### src/rtl/serial_adder_pkg.sv
// Shared constants for the bit-serial adder: controller state encoding and default width.
package serial_adder_pkg;

    typedef enum logic [1:0] {
        S_IDLE = 2'd0,
        S_RUN  = 2'd1,
        S_DONE = 2'd2
    } state_t;

    localparam int DEFAULT_WIDTH = 8;

endpackage

### src/rtl/fulladder.sv
// One-bit full adder; the single bit-slice reused on every cycle of a serial add.
module fulladder (
    output logic sum,
    output logic c_out,
    input  logic a,
    input  logic b,
    input  logic c_in
);

    assign sum   = a ^ b ^ c_in;
    assign c_out = (a & b) | (a & c_in) | (b & c_in);

endmodule

### src/rtl/serial_adder_ctrl.sv
// Bit-serial adder controller: one fulladder, LSB first, start/busy/done handshake.
// Define SERIAL_ADDER_SUB_EN to let the sub input select a - b (c_out=1 means no borrow).
module serial_adder_ctrl
    import serial_adder_pkg::*;
#(
    parameter int WIDTH = DEFAULT_WIDTH
) (
    input  logic             clk,
    input  logic             rst,
    input  logic             start,
    input  logic [WIDTH-1:0] a_in,
    input  logic [WIDTH-1:0] b_in,
    input  logic             c_in,
    input  logic             sub,
    output logic             busy,
    output logic             done,
    output logic [WIDTH-1:0] sum_out,
    output logic             c_out
);

    localparam int CNT_W = (WIDTH > 1) ? $clog2(WIDTH) : 1;
    localparam logic [CNT_W-1:0] CNT_LAST = CNT_W'(WIDTH - 1);

    state_t           state_q, state_d;
    logic [WIDTH-1:0] a_sh_q, a_sh_d;
    logic [WIDTH-1:0] b_sh_q, b_sh_d;
    logic [WIDTH-1:0] sum_sh_q, sum_sh_d;
    logic [WIDTH-1:0] sum_out_q, sum_out_d;
    logic             carry_q, carry_d;
    logic             c_out_q, c_out_d;
    logic [CNT_W-1:0] cnt_q, cnt_d;

    logic [WIDTH-1:0] b_load;
    logic             carry_load;
    logic             fa_sum;
    logic             fa_cout;
    logic             unused_ok;

`ifdef SERIAL_ADDER_SUB_EN
    // Subtraction as a + ~b + 1; the forced carry-in replaces c_in.
    assign b_load     = sub ? ~b_in : b_in;
    assign carry_load = sub ? 1'b1  : c_in;
    assign unused_ok  = sum_sh_q[0];
`else
    assign b_load     = b_in;
    assign carry_load = c_in;
    assign unused_ok  = ^{sum_sh_q[0], sub};
`endif

    fulladder u_fa (
        .sum  (fa_sum),
        .c_out(fa_cout),
        .a    (a_sh_q[0]),
        .b    (b_sh_q[0]),
        .c_in (carry_q)
    );

    always_comb begin
        // NOTE: every _d gets its hold value first so no path through the case infers a latch.
        state_d   = state_q;
        a_sh_d    = a_sh_q;
        b_sh_d    = b_sh_q;
        sum_sh_d  = sum_sh_q;
        sum_out_d = sum_out_q;
        carry_d   = carry_q;
        c_out_d   = c_out_q;
        cnt_d     = cnt_q;

        case (state_q)
            S_IDLE: begin
                if (start) begin
                    a_sh_d  = a_in;
                    b_sh_d  = b_load;
                    carry_d = carry_load;
                    cnt_d   = '0;
                    state_d = S_RUN;
                end
            end
            S_RUN: begin
                a_sh_d   = {1'b0, a_sh_q[WIDTH-1:1]};
                b_sh_d   = {1'b0, b_sh_q[WIDTH-1:1]};
                sum_sh_d = {fa_sum, sum_sh_q[WIDTH-1:1]};
                carry_d  = fa_cout;
                cnt_d    = cnt_q + CNT_W'(1);
                // Outputs are loaded only with the completed word, never a partial one.
                if (cnt_q == CNT_LAST) begin
                    sum_out_d = {fa_sum, sum_sh_q[WIDTH-1:1]};
                    c_out_d   = fa_cout;
                    state_d   = S_DONE;
                end
            end
            S_DONE:  state_d = S_IDLE;
            default: state_d = S_IDLE;
        endcase
    end

    // NOTE: state flops use non-blocking assignments so every flop samples pre-edge values.
    always_ff @(posedge clk or posedge rst) begin
        if (rst) begin
            state_q   <= S_IDLE;
            a_sh_q    <= '0;
            b_sh_q    <= '0;
            sum_sh_q  <= '0;
            sum_out_q <= '0;
            carry_q   <= 1'b0;
            c_out_q   <= 1'b0;
            cnt_q     <= '0;
        end else begin
            state_q   <= state_d;
            a_sh_q    <= a_sh_d;
            b_sh_q    <= b_sh_d;
            sum_sh_q  <= sum_sh_d;
            sum_out_q <= sum_out_d;
            carry_q   <= carry_d;
            c_out_q   <= c_out_d;
            cnt_q     <= cnt_d;
        end
    end

    assign busy    = (state_q == S_RUN);
    assign done    = (state_q == S_DONE);
    assign sum_out = sum_out_q;
    assign c_out   = c_out_q;

endmodule

### config.mk
export PLATFORM = sky130hd
export DESIGN_NAME = serial_adder_ctrl
export DESIGN_NICKNAME = d
export VERILOG_FILES = /design/src/rtl/serial_adder_pkg.sv /design/src/rtl/fulladder.sv /design/src/rtl/serial_adder_ctrl.sv
export SDC_FILE = /design/constraint.sdc
export NUM_CORES = 1
export LEC_CHECK = 0
export CORE_ASPECT_RATIO = 1.25
export CORE_UTILIZATION = 40
export DETAILED_ROUTE_END_ITERATION = 6
export SETUP_SLACK_MARGIN = 0.5
export SYNTH_ARGS = -nofsm -noshare
export SYNTH_HDL_FRONTEND = slang
export SYNTH_SLANG_ARGS = --single-unit
### constraint.sdc
create_clock -name clk -period 1.8 [get_ports clk]
set_clock_uncertainty 0.15 [all_clocks]
set_input_delay 0.36 -clock clk [delete_from_list [all_inputs] [get_ports clk]]
set_output_delay 0.36 -clock clk [all_outputs]
set_load 0.01 [all_outputs]
* Word-level counts from Yosys, hierarchy flattened
Index checks and enable logic that the tools add are counted.
Widths: inputs -> output; s select.
** Cells by class
- Muxes and demuxes :: 11
- Add/sub/neg operators :: 1
- Bitwise gates (word level) :: 7
- Reductions and logical operators :: 5
- Eq/ne operators :: 5
** Operator list (number)
- $pmux 8 s2 :: 2
- $mux 8 :: 2
- $pmux 3 s2 :: 1
- $reduce_and 2->1 :: 3
- $mux 2 :: 2
- $pmux 2 s2 :: 1
- $add 3x1->3 const B :: 1
- $and 1x1->1 :: 3
- $eq 3x3->1 const B :: 1
- $mux 3 :: 1
- $eq 2x1->1 const B :: 1
- $eq 2x2->1 const B :: 1
- $logic_not 2->1 :: 1
- $ne 2x1->1 const B :: 1
- $ne 2x2->1 const B :: 1
- $or 1x1->1 :: 2
- $pmux 1 s2 :: 1
- $reduce_bool 2->1 :: 1
- $xor 1x1->1 :: 2
- $mux 1 :: 1
** Storage, ports and cells
- Input bits :: 21
- Bits in registers :: 39
- Output and inout port bits :: 11
- Word-level logic and storage cells :: 37

* Logic depth before layout (Yosys ltp)
- Depth after elaboration :: 4
- Gate-level depth with buffers :: 5
- Depth with buffers taken out :: 4

* Cells and area by module
A second synthesis with hierarchy kept.
** Second synthesis, totals
- Cell total of the unflattened synthesis :: 143
- Area, all modules :: 2005.7 um2
** By module, submodules not included
- serial_adder_ctrl :: sequential area each 950.9 um2, cells an instance 142, area each 1985.7 um2, instances 1
- fulladder :: sequential area each 0.0 um2, cells an instance 1, area each 20.0 um2, instances 1

* Least setup slack after synthesis
OpenSTA, ideal clock, no wires.
- Path kind :: register to register
- From :: reg cnt_q[0]
- To :: reg c_out_q (netlist: c_out)
- Cell stages (with the launch flop) :: 6
- Clock period less this slack :: 1.603 ns
- Data required time :: 1.522 ns
- Library setup time :: 0.128 ns
- Data arrival time :: 1.325 ns
- Slack :: 0.197 ns
- Path buffers :: 1
- Cell sequence :: dfrtp_1 -> ha_1 -> ha_1 -> nand3b_1 -> buf_2 -> mux2_1
** Between the ends
- Word-level cells in the longest chain between the ends :: 2
** Ends and longest elaborated chain
- from (decl) :: RTL line serial_adder_ctrl.sv:31 : logic [CNT_W-1:0] cnt_q, cnt_d;
- from (signal assigned) :: RTL line serial_adder_ctrl.sv:116 : cnt_q <= cnt_d;
- $eq 3x3->1 :: RTL line serial_adder_ctrl.sv:86 : if (cnt_q == CNT_LAST) begin
- $reduce_and 2->1 (no line)
- to (signal assigned) :: RTL line serial_adder_ctrl.sv:115 : c_out_q <= c_out_d;
- to (decl) :: RTL line serial_adder_ctrl.sv:30 : logic c_out_q, c_out_d;
No other way between the ends.
A chain may end at the register's enable or synchronous reset.

* Worst setup path in the final report
- From :: reg state_q[1]
- To :: reg sum_out_q[3] (netlist: sum_out[3])
** Between the ends
- Word-level cells in the longest chain between the ends :: 2
** Ends and longest elaborated chain
- from (decl) :: RTL line serial_adder_ctrl.sv:24 : state_t state_q, state_d;
- from (signal assigned) :: RTL line serial_adder_ctrl.sv:109 : state_q <= state_d;
- $eq 2x1->1 :: RTL line serial_adder_ctrl.sv:69 : case (state_q)
- $reduce_and 2->1 (no line)
- to (signal assigned) :: RTL line serial_adder_ctrl.sv:113 : sum_out_q <= sum_out_d;
- to (decl) :: RTL line serial_adder_ctrl.sv:28 : logic [WIDTH-1:0] sum_out_q, sum_out_d;
No other way between the ends.

==> impl_metrics.toml <==
[yosys]
synthesis.area_mm2 = 0.00183
syn_area_per_cell_um2 = 12.5
ys_ff_latch = 38
synthCells = 146
synth_ff_type = "dfrtp_1"
ys_seq_area_share_pct = 52.1
synth_warnings = 0
async_flop_share_pct = 100
synth-edff-count = 0
synth.distinct_cells = 29
syn_nets = 170

[clock_network]
cts_buffer_depth = 2
clk_pin_slew_worst_paths_ns = 0.08
clockRootBuffer = "clkbuf_8"
numCtsBuffers = 5
clock_sinks = 38
hold_buffers = 0
htreeDepth = 2
cts_tree = "done"
worstSkewPairLatency_ns = 0.29

[sta]
finalHoldViolCount = 0
slew_viol_final = 0
rsz0062_at_grt = "yes"
period_minus_slack_ns = 1.74
tightest_slew_ns = 0.381
relSlewSlack_pct = 74.2
setup_tns_ns = 0
setup_viol = 0
holdWs_ns = 0.307
max_freq_mhz = 575
period_share_pct = 96.6

[power]
p_per_area_mw_per_mm2 = 1610
ir_worst_vdd_uv = 1060
leakage_nw = 1.34

[floorplanning]
die-area_mm2 = 0.00484
rows = 27
die-height_um = 77.5
start_util_pct = 41.6
ios = 32
core_mm2 = 0.00439
die_w_um = 62.4

[global_routing]
grt_pass1_vias = 1438
use_met3_pct = 3.82
grt_pass1_wl_mm = 6.82
antenna_found_initial = 0
grt.met1_usage_pct = 20.6
met2_usage_pct = 32.4
top_usage_layer = "met2"
grt.total_usage_pct = 18.1
grt-ovfl-total = 0
grt_max_degree = 39

[finish]
drive_gt1_share_pct = 53.6
area_growth_pct = 60.8
nFillCells = 328
multiInputGateArea_um2 = 986
nNetsFinal = 233
num_antenna_cells = 0
ff_latch_area_um2 = 952

[run]
drv_cap = 0

[critical_path]
endpoint_kind = "register"
cp_max_fo = 5
crit_required_ns = 1.82
worstSetupStartpointType = "register"
worstSetupPathType = "reg -> reg"
cp_data_arrival_time_ns = 1.76

[route]
first_pass_iters = 4
postRouteAntennaNets = 0
drtIter0Drc = 47
drc = 0
vias = 1368
wl_per_cell_um = 15.7
routed_wl_mm = 4.20
drt-vias-per-instance = 5.12

[placed_design]
hpwl_mm = 2.24
place_congestion = 0.675
placement.io_buffers = 30

[run_status]
status = "completed"

[min_path]
hold_class = "in -> async"
## per-layer routing
metal / part of all wire, % / vias up
li1: - / 646
met1: 41 / 689
met2: 54 / 27
met3: 3.6 / 6
met4: 1.0 / 0
met5: 0 / -
## kinds of logic after synthesis
group	after synthesis	share of synthesized area, %
buffers and inverters	32	9.05
flip-flops	38	52.1
multiplexers	17	11.1
AO/OA/AOI/OAI	21	11.0
AND/OR/NAND/NOR	35	14.3
adder cells (fa/ha/maj)	3	2.47
## where the power goes
group,internal [mW],switching (mW),leakage (nW)
Sequential,1.27,0.240,0.440
Combinational,1.48,1.00,0.838
Clock,0.443,0.293,0.0573
## flip-flops by register name (all words and copies together) (netlist names)
signal    count
a_sh_q        8
b_sh_q        8
cnt_q         3
c_out         1
carry_q       1
sum_out       8
state_q       2
sum_sh_q      7
## critical path: stages (launching register included)
cell      delay [ns]
dfrtp_1         0.41
buf_6           0.13
buf_6           0.10
buf_6           0.11
nand3b_1        0.16
buf_6           0.15
buf_12          0.13
mux2_4          0.29
## path summary, 6_finish.rpt
| check | from | endpoint | slack [ns] | cells past startpoint |
|---|---|---|---|---|
| worst min register to register | b_sh_q[7] | b_sh_q[7] | 0.35 | 1 |
| min in group clk | b_sh_q[7] | b_sh_q[7] | 0.35 | 1 |
| worst min-delay path | rst | sum_sh_q[4] | 0.31 | 3 |
| worst max-delay path | state_q[1] | sum_out[3] | 0.06 | 7 |
| max in group asynchronous | rst | state_q[0] | 0.98 | 3 |
| worst max register to register | state_q[1] | sum_out[3] | 0.06 | 7 |
## final cells by class
type                    count  share of cell area [%]
flip-flops and latches     38                    32.4
clock buffers               6                    2.81
well taps                  58                    2.47
repair buffers             70                    25.2
clock inverters             1                    1.02
multi-input cells          76                    33.6
inverters                  18                    2.43
## through the flow
step	area, µm²	utilization, %	setup WS [ns]	instances	total power [mW]
2_1_floorplan	1910	-	0.293	146	2.78
3_3_place_gp	2280	52.0	0.0534	230	3.20
3_5_place_dp	2280	52.0	0.00234	230	3.27
4_1_cts	2770	63.0	0.0900	259	4.52
5_1_grt	2940	66.8	0.00257	267	5.04
6_report	2940	66.8	0.0616	267	4.73
## cells in the mapped netlist (2+ instances only)
library cell	number	share of area, %
dfrtp_1	38	52
a221oi_1	7	3.4
a22o_1	2	0.96
clkbuf_1	2	0.41
mux2_2	5	3.1
buf_6	4	2.5
nor2_1	7	1.4
mux2_4	3	2.5
ha_1	2	1.4
nor3b_1	5	2.1
a221oi_2	3	2.5
nand2b_1	2	0.69
nor4b_1	15	7.2
inv_1	18	3.7
a211oi_1	5	2.1
buf_2	6	1.6
buf_4	2	0.82
mux2_1	9	5.6
## placed cells by master (no fill, tap or decap), types with 2 or more instances in the layout
| cell type | instances |
|---|---|
| a22o_1 | 2 |
| nand2b_1 | 2 |
| nor4b_4 | 3 |
| buf_4 | 17 |
| nor3b_1 | 4 |
| clkbuf_8 | 6 |
| buf_12 | 5 |
| nor4b_1 | 5 |
| buf_2 | 9 |
| dfrtp_1 | 37 |
| ha_2 | 2 |
| clkdlybuf4s50_1 | 19 |
| mux2_2 | 2 |
| nor2b_4 | 2 |
| nor4b_2 | 7 |
| buf_6 | 14 |
| buf_16 | 2 |
| mux2_4 | 15 |
| nor2_1 | 7 |
| inv_1 | 16 |
| a211oi_2 | 5 |
| buf_8 | 2 |
| a221oi_2 | 9 |
## timing repair
action / 4_1_cts / 5_1_grt
pin swaps: 14 / 5
resized for setup: 84 / 23
endpoints found under the setup margin: 47 / 49
cloned: 3 / 0
setup buffers: 19 / 8
(Power assumes the default switching activity.)
